**src/rtl/sprite_motion_ctrl.sv**
```systemverilog
// Frame-synchronous 2-D position controller for a single hardware sprite.
// Takes at most one step per frame from four level direction requests, with
// per-axis wrap or clamp at the bounds. An update that arrives while the
// renderer is busy is held back until it is free. hstart/vstart tell the
// renderer when the raster reaches the sprite position.
//
// state   | meaning
// --------+---------------------------------------------------------------
// WAIT    | idle; on a tick (or a deferred tick) with hold low, latch dx/dy
// APPLY_X | step pos_x by the latched dx
// APPLY_Y | step pos_y by the latched dy, pulse moved if anything changed
module sprite_motion_ctrl #(
    parameter int X_W     = 10,
    parameter int Y_W     = 9,
    parameter int INIT_X  = 256,
    parameter int INIT_Y  = 400,
    parameter int MIN_X   = 160,
    parameter int MAX_X   = 320,
    parameter int MIN_Y   = 240,
    parameter int MAX_Y   = 464,
    parameter int SPEED_X = 15,
    parameter int SPEED_Y = 8,
    parameter bit WRAP_X  = 1'b1,
    parameter bit WRAP_Y  = 1'b0
) (
    input  logic           SYS_CLK,
    input  logic           reset,
    input  logic           frame_tick,
    input  logic           mv_left,
    input  logic           mv_right,
    input  logic           mv_up,
    input  logic           mv_down,
    input  logic           hold,
    input  logic [X_W-1:0] raster_x,
    input  logic [Y_W-1:0] raster_y,
    output logic [X_W-1:0] pos_x,
    output logic [Y_W-1:0] pos_y,
    output logic           hstart,
    output logic           vstart,
    output logic           moved
);

    typedef enum logic [1:0] {
        WAIT    = 2'd0,
        APPLY_X = 2'd1,
        APPLY_Y = 2'd2
    } state_t;

    // Thresholds are one bit wider than the position so that MAX-SPEED and
    // MIN+SPEED cannot wrap around, whatever the parameter values.
    localparam logic [X_W:0]   X_UP_LIM = (X_W+1)'(MAX_X - SPEED_X);
    localparam logic [X_W:0]   X_DN_LIM = (X_W+1)'(MIN_X + SPEED_X);
    localparam logic [Y_W:0]   Y_UP_LIM = (Y_W+1)'(MAX_Y - SPEED_Y);
    localparam logic [Y_W:0]   Y_DN_LIM = (Y_W+1)'(MIN_Y + SPEED_Y);
    localparam logic [X_W-1:0] X_MIN_V  = X_W'(MIN_X);
    localparam logic [X_W-1:0] X_MAX_V  = X_W'(MAX_X);
    localparam logic [Y_W-1:0] Y_MIN_V  = Y_W'(MIN_Y);
    localparam logic [Y_W-1:0] Y_MAX_V  = Y_W'(MAX_Y);
    localparam logic [X_W-1:0] X_SPD    = X_W'(SPEED_X);
    localparam logic [Y_W-1:0] Y_SPD    = Y_W'(SPEED_Y);

    state_t         state;
    state_t         state_next;
    logic           pending;
    logic           start_upd;
    logic           dx_inc;
    logic           dx_dec;
    logic           dy_inc;
    logic           dy_dec;
    logic [X_W-1:0] latch_x;
    logic [Y_W-1:0] latch_y;
    logic [X_W-1:0] x_step;
    logic [Y_W-1:0] y_step;

    // State register; reset abandons any half-applied update.
    always_ff @(posedge SYS_CLK) begin
        if (reset) begin
            state <= WAIT;
        end else begin
            state <= state_next;
        end
    end

    // Next-state: one pass through X then Y per accepted update.
    always_comb begin
        state_next = state;
        case (state)
            WAIT:    if (start_upd) state_next = APPLY_X;
            APPLY_X: state_next = APPLY_Y;
            APPLY_Y: state_next = WAIT;
            default: state_next = WAIT;
        endcase
    end

    // Output decode: an update starts on a fresh or deferred tick once the renderer is free.
    always_comb begin
        start_upd = (state == WAIT) && !hold && (frame_tick || pending);
    end

    // Candidate new X: wrap or clamp when the step would cross a bound.
    always_comb begin
        x_step = pos_x;
        if (dx_inc) begin
            if ({1'b0, pos_x} > X_UP_LIM) begin
                x_step = WRAP_X ? X_MIN_V : X_MAX_V;
            end else begin
                x_step = pos_x + X_SPD;
            end
        end else if (dx_dec) begin
            if ({1'b0, pos_x} < X_DN_LIM) begin
                x_step = WRAP_X ? X_MAX_V : X_MIN_V;
            end else begin
                x_step = pos_x - X_SPD;
            end
        end
    end

    // Candidate new Y, same rules as X with the Y bounds.
    always_comb begin
        y_step = pos_y;
        if (dy_inc) begin
            if ({1'b0, pos_y} > Y_UP_LIM) begin
                y_step = WRAP_Y ? Y_MIN_V : Y_MAX_V;
            end else begin
                y_step = pos_y + Y_SPD;
            end
        end else if (dy_dec) begin
            if ({1'b0, pos_y} < Y_DN_LIM) begin
                y_step = WRAP_Y ? Y_MAX_V : Y_MIN_V;
            end else begin
                y_step = pos_y - Y_SPD;
            end
        end
    end

    // Datapath: latch the request, step X then Y, and track the deferred tick.
    always_ff @(posedge SYS_CLK) begin
        if (reset) begin
            pos_x   <= X_W'(INIT_X);
            pos_y   <= Y_W'(INIT_Y);
            moved   <= 1'b0;
            pending <= 1'b0;
            dx_inc  <= 1'b0;
            dx_dec  <= 1'b0;
            dy_inc  <= 1'b0;
            dy_dec  <= 1'b0;
            latch_x <= '0;
            latch_y <= '0;
        end else begin
            moved <= 1'b0;
            case (state)
                WAIT: begin
                    if (start_upd) begin
                        // Opposing requests cancel to no motion on that axis.
                        dx_inc  <= mv_right & ~mv_left;
                        dx_dec  <= mv_left & ~mv_right;
                        dy_inc  <= mv_down & ~mv_up;
                        dy_dec  <= mv_up & ~mv_down;
                        latch_x <= pos_x;
                        latch_y <= pos_y;
                        pending <= 1'b0;
                    end else if (frame_tick && hold) begin
                        pending <= 1'b1;
                    end
                end
                APPLY_X: begin
                    pos_x <= x_step;
                end
                APPLY_Y: begin
                    pos_y <= y_step;
                    moved <= (pos_x != latch_x) || (y_step != latch_y);
                end
                default: ;
            endcase
        end
    end

    assign hstart = (raster_x == pos_x);
    assign vstart = (raster_y == pos_y);

endmodule

```
**config.mk**
```make
export PLATFORM = sky130hd
export DESIGN_NAME = sprite_motion_ctrl
export DESIGN_NICKNAME = d
export VERILOG_FILES = /design/src/rtl/sprite_motion_ctrl.sv
export SDC_FILE = /design/constraint.sdc
export NUM_CORES = 1
export LEC_CHECK = 0
export ABC_AREA = 1
export BUFFER_PORTS_ARGS = -buffer_cell sky130_fd_sc_hd__buf_2
export CORE_MARGIN = 2
export CORE_UTILIZATION = 57
export DETAILED_ROUTE_END_ITERATION = 6
export PLACE_DENSITY_LB_ADDON = 0.12
export SLEW_MARGIN = 20
export SYNTH_ARGS = -nofsm -noshare
export SYNTH_HDL_FRONTEND = slang
export SYNTH_SLANG_ARGS = --single-unit
```
**constraint.sdc**
```tcl
create_clock -name SYS_CLK -period 1.8 [get_ports SYS_CLK]
set_input_delay 0.09 -clock SYS_CLK [delete_from_list [all_inputs] [get_ports SYS_CLK]]
set_output_delay 0.09 -clock SYS_CLK [all_outputs]
set_load 0.03 [all_outputs]
```
* Yosys cells after proc, flatten, opt, wreduce, memory -nomap -nowiden
Cells that the tools add are included.
** Storage, ports and cells
- Output and inout port bits :: 22
- Memories kept :: 0
- Memory bits (read-only) :: 0
- Latch bits :: 0
- Bits of input ports :: 27
- RAM bits :: 0
- Word-level logic and storage cells :: 60
- Register bits :: 46
** Operators by class
- Divide/modulo/power cells :: 0
- Shifts and indexed selects :: 0
- Bitwise operators :: 9
- Reductions and logical operators :: 13
- Multiplexer cells :: 12
- Add/subtract/negate cells :: 4
- Order comparisons :: 4
- Equality and inequality tests :: 7
- Multiply operators :: 0
** Operator list (number)
- two-way mux 10 bit :: 4
- two-way mux 9 bit :: 4
- adder 10 x 4 -> 10 bit (second input constant) :: 1
- == test 10 bit :: 1
- greater-than comparator 10 x 9 -> 1 bit (second input constant) :: 1
- < comparator 10 x 8 -> 1 bit (second input constant) :: 1
- inequality test 10 bit :: 1
- subtractor 10 x 4 -> 10 bit (second input constant) :: 1
- adder 9 x 4 -> 9 bit (second input constant) :: 1
- == test 9 bit :: 1
- greater-than comparator 9 bit (second input constant) :: 1
- < comparator 9 x 8 -> 1 bit (second input constant) :: 1
- inequality test 9 bit :: 1
- subtractor 9 x 4 -> 9 bit (second input constant) :: 1
- AND reduction 2 bit :: 3
- inverter 1 bit :: 5
- AND 1 bit :: 4
- case mux 2 bit (2 select lines) :: 1
- nonzero test 2 bit :: 2
- logical AND 1 bit :: 3
- == test 2 x 1 -> 1 bit (second input constant) :: 1
- == test 2 bit (second input constant) :: 1
- logical NOT 2 bit :: 1
- logical OR 1 bit :: 2
- other kinds (5) :: 6

* Longest topological paths before layout
- Depth in word-level cells :: 6
- Mapped depth :: 16
- Gate-level depth less buffers :: 15

* Worst setup path before layout
Ideal clock, no wire load.
- Path type :: register to output
- Start point :: register pos_x[7]
- End point :: output hstart
- Data arrival time :: 1.965 ns
- Setup slack :: -0.255 ns
- Required time :: 1.710 ns
- Buffers on the path :: 1
- Cell stages (with the launch flop) :: 6
- Path through :: dfxtp_1 -> buf_2 -> inv_1 -> nand2_1 -> nand4_1 -> nor4_1
** On the way
- Word-level cells in the longest chain between the ends :: 1
** RTL lines
- from (decl) :: line 36 : output logic [X_W-1:0] pos_x,
- from (signal assigned) :: line 139 : pos_x <= X_W'(INIT_X);
- from (signal assigned) :: line 167 : pos_x <= x_step;
- == test 10 bit :: line 178 : assign hstart = (raster_x == pos_x);
- to (decl) :: line 38 : output logic hstart,
No other way between the ends.

* Worst setup path in the final report
- Start point :: register pos_x[0]
- End point :: register pos_x[0]
** On the way
- Word-level cells in the longest chain between the ends :: 4
- Elaborated cells between the ends (all ways) :: 8
- Those cells by class :: add/sub (2); order compare (2); mux (4)
** RTL lines
- subtractor 10 x 4 -> 10 bit or < comparator 10 x 8 -> 1 bit (tied branches) :: line 113, 110
- two-way mux 10 bit :: line 110 : if ({1'b0, pos_x} < X_DN_LIM) begin
- two-way mux 10 bit :: line 109 : end else if (dx_dec) begin
- two-way mux 10 bit (*) :: line 103 : if (dx_inc) begin
Mark *: on every way between the ends. The rest lies on a longest branch, timed or not. The select of a mux whose other input is x is not followed.
A chain may end at the register's enable or synchronous reset.

==> flow_metrics.py <==
metrics = {
    "timing": {
        "slew_headroom_pct": 71.26,
        "tightestPinTransition_ns": 0.4306,
        "finalWorstSetupSlack_ns": 0.07130,
        "fin_tns_setup_ns": 0,
        "finClkSkew_ns": 0.01358,
        "final.period_utilization_pct": 96.04,
        "fmax_mhz": 578.5,
        "fin_crit_ns": 1.729,
        "worst_hold_slack_ns": 0.04138,
        "final_hold_viol_count": 0,
        "setup_viol": 0,
        "slew_violations": 0,
        "grt_setup_unrepaired": "yes",
    },
    "critical_path": {
        "worstRegToRegCells": 10,
        "critical-path-top-delay-family": "simple AND/OR/NAND/NOR gates",
        "path_buf_inv": 2,
        "crit_slowest_cell": "sky130_fd_sc_hd__dfxtp_2",
        "timing.critical_path.fanout_max": 8,
        "regToRegStartpoint": "pos_x[0]",
        "criticalPathCategory": "flip-flop to flip-flop",
        "slowest_stage_delay_on_critical_path_ns": 0.34,
        "worst-endpoint-required_ns": 2.04,
        "worst_setup_path_end": "pos_x[0]",
        "timing.reg2reg.setup_slack_ns": 0.07,
        "worstSetupStartpoint": "pos_x[0]",
        "timing.rr.end": "pos_x[0]",
        "cp-end-kind": "flip-flop",
        "cp_cell_sequence": "buf_4, ha_2, nand3_1, nand2_1, a31oi_2, nor2_2, inv_1, nand2_1, nand3_1, a21oi_2",
        "cp_num_cells": 10,
        "crit_path_start_kind": "flip-flop",
        "worst_ep_arrival_time_ns": 1.96,
    },
    "worst_hold_path": {
        "worst_hold_startpoint": "frame_tick",
        "hp-class": "input pin to flip-flop",
    },
    "run_status": {
        "status": "finished, final reports clean",
    },
    "power_and_ir_drop": {
        "worst_ir_drop_vdd_v": 0.0004819,
        "leakage_nw": 1.745,
        "power.total_mw": 2.221,
        "cellPowerDensity_mw_per_mm2": 606.1,
    },
    "clock_network": {
        "clk_pin_slew_ns": 0.09,
        "cts_max_path_bufs": 2,
        "cts_made_buffers": 5,
        "clock_latency_ns": 0.30,
        "clock_tree.root_cell": "sky130_fd_sc_hd__clkbuf_8",
        "cts.htree.levels": 2,
        "numClockSinks": 46,
        "tritoncts": "built",
    },
    "yosys": {
        "synth.distinct_cells": 35,
        "synth_fp_nets": 478,
        "netlist_instances": 446,
        "seq_area_frac_synth_pct": 30.99,
        "yosysWarnings": 0,
        "postSynthRegisterBits": 46,
        "avgSynthCellArea_um2": 6.663,
        "synth.cell_area_mm2": 0.002972,
    },
    "die": {
        "die-area_mm2": 0.005807,
        "core_region_area_mm2": 0.005075,
        "floorplan.initialDensity_pct": 58.56,
        "placement_rows": 26,
        "fp.dieH_um": 76.21,
        "ioPinCount": 49,
        "die_x_um": 76.21,
    },
    "final_layout": {
        "sequential_cell_area_um2": 937.1,
        "multi_input_area_mm2": 0.001819,
        "num-fill-cells": 442,
        "finish.net_count": 547,
        "mostFrequentLayoutCell": "sky130_fd_sc_hd__nand2_1",
        "diodes": 0,
        "drive_gt1_share_pct": 29.07,
        "most-common-layout-cells": "sky130_fd_sc_hd__nand2_1 (75), sky130_fd_sc_hd__inv_1 (50), sky130_fd_sc_hd__buf_2 (48), sky130_fd_sc_hd__nand3_1 (40), sky130_fd_sc_hd__o21ai_0 (39)",
        "area_delta_synth_final_pct": 23.28,
    },
    "placement": {
        "place.gp.congestion": 0.9714,
        "dp_slack_ns": 0.05212,
        "place.detailed.hpwl_um": 6261,
        "buffer_ports.inserted": 48,
    },
    "routing": {
        "detail_route.wl_per_cell_um": 14.19,
        "detail_route.iter0.violations": 520,
        "drc_errors": 0,
        "first_pass_iters": 7,
        "ant_nets": 0,
        "post_drt_via_cell_ratio": 5.500,
        "wirelength_um": 8315,
        "vias": 3223,
    },
    "global_route": {
        "maximum_number_of_pins_on_one_net_before_global_route_repair": 20,
        "grt-ovfl-total": 0,
        "global_route_wire_length_before_repair_um": 13820,
        "gr-usage-all-layers_pct": 29.02,
        "via_count_of_the_first_global_routing_pass": 2976,
        "number_of_antenna_violations_at_the_first_check_in_global_routing": 0,
    },
    "flow_run": {
        "count_of_maximum_capacitance_violations": 0,
    },
}
-- synthesized netlist by cell type (all sizes together) --
master | count | area share, %
buf | 13 | 2.8
dfxtp | 46 | 31
nor3 | 7 | 1.5
o21ai | 45 | 7.6
o2111ai | 1 | 0.29
ha | 5 | 2.1
a21oi | 36 | 6.4
clkbuf | 7 | 1.2
o211ai | 1 | 0.25
inv | 58 | 7.3
o31ai | 3 | 0.76
o22ai | 4 | 0.84
xor2 | 15 | 4.4
a31oi | 7 | 1.5
nor2 | 42 | 6.1
o311ai | 1 | 0.29
xnor2 | 11 | 3.2
nand2 | 85 | 12
nand4 | 5 | 1.1
nand3 | 46 | 7.9
or2 | 7 | 1.5
nor4 | 1 | 0.21
-- final cells by class --
type,instances,share of cell area [%]
Clock buffer,8,2.766
Inverter,58,5.943
Multi-Input combinational cell,322,49.66
Sequential cell,46,25.58
Tap cell,70,2.391
Timing Repair Buffer,82,13.66
-- repair_timing --
item                       4_1_cts  5_1_grt
resized for setup                0       39
setup endpoints to repair        0       12
setup buffers                    0        1
hold endpoints to repair         2        0
hold buffers                     2        0
-- stage by stage --
stage	instance area [um2]	std cells	utilization [%]
after floorplan	2985	446	-
after global placement	3427	575	67.53
after detailed placement	3427	575	67.53
after CTS	3548	585	69.92
after global routing	3664	586	72.19
final	3664	586	72.19
-- sequential cells by signal (all words and copies together), names as in the netlist --
register,flops
dy_dec,1
latch_x,10
dx_inc,1
moved,1
dy_inc,1
pos_x,10
dx_dec,1
latch_y,9
pending,1
pos_y,9
state,2
-- power breakdown --
| group | switching, mW | leakage [nW] | internal [mW] |
|---|---|---|---|
| Clock | 0.346 | 0.0506 | 0.360 |
| Sequential | 0.0448 | 0.379 | 1.07 |
| Combinational | 0.241 | 1.32 | 0.162 |
| Total | 0.632 | 1.75 | 1.59 |
-- tightest hold or removal path, stage by stage --
cell	delay (ns)
sky130_fd_sc_hd__buf_2	0.08
sky130_fd_sc_hd__a21oi_1	0.06
sky130_fd_sc_hd__nor2_1	0.07
-- worst min path at each step --
| stage | endpoint | slack (ns) | cells after the start |
|---|---|---|---|
| after floorplan | dx_inc | 0.19 | 1 |
| after global placement | dx_inc | 0.29 | 2 |
| after detailed placement | dx_inc | 0.30 | 2 |
| after CTS | pending | 0.03 | 3 |
| after global routing | pending | 0.05 | 3 |
| final | pending | 0.04 | 3 |
-- routing by layer --
metal	wire [um]	share of wire, %	global-route usage [%]	vias up
met2	3686	44	44.60	158
met3	682	8.2	4.976	25
met1	3804	46	42.33	1441
li1	-	-	-	1599
met4	142	1.7	7.091	0
met5	0	0	0	-
-- logic make-up (layout without fill, tap and decap cells) --
logic type	after synthesis	count (layout)	synth area share [%]
buf+inv	78	148	11.33
compound gates	98	98	17.94
fa+ha+maj	5	5	2.105
simple gates	193	193	29.98
flops	46	46	30.99
xor+xnor	26	26	7.663
Power figures use the tool's default switching activity.
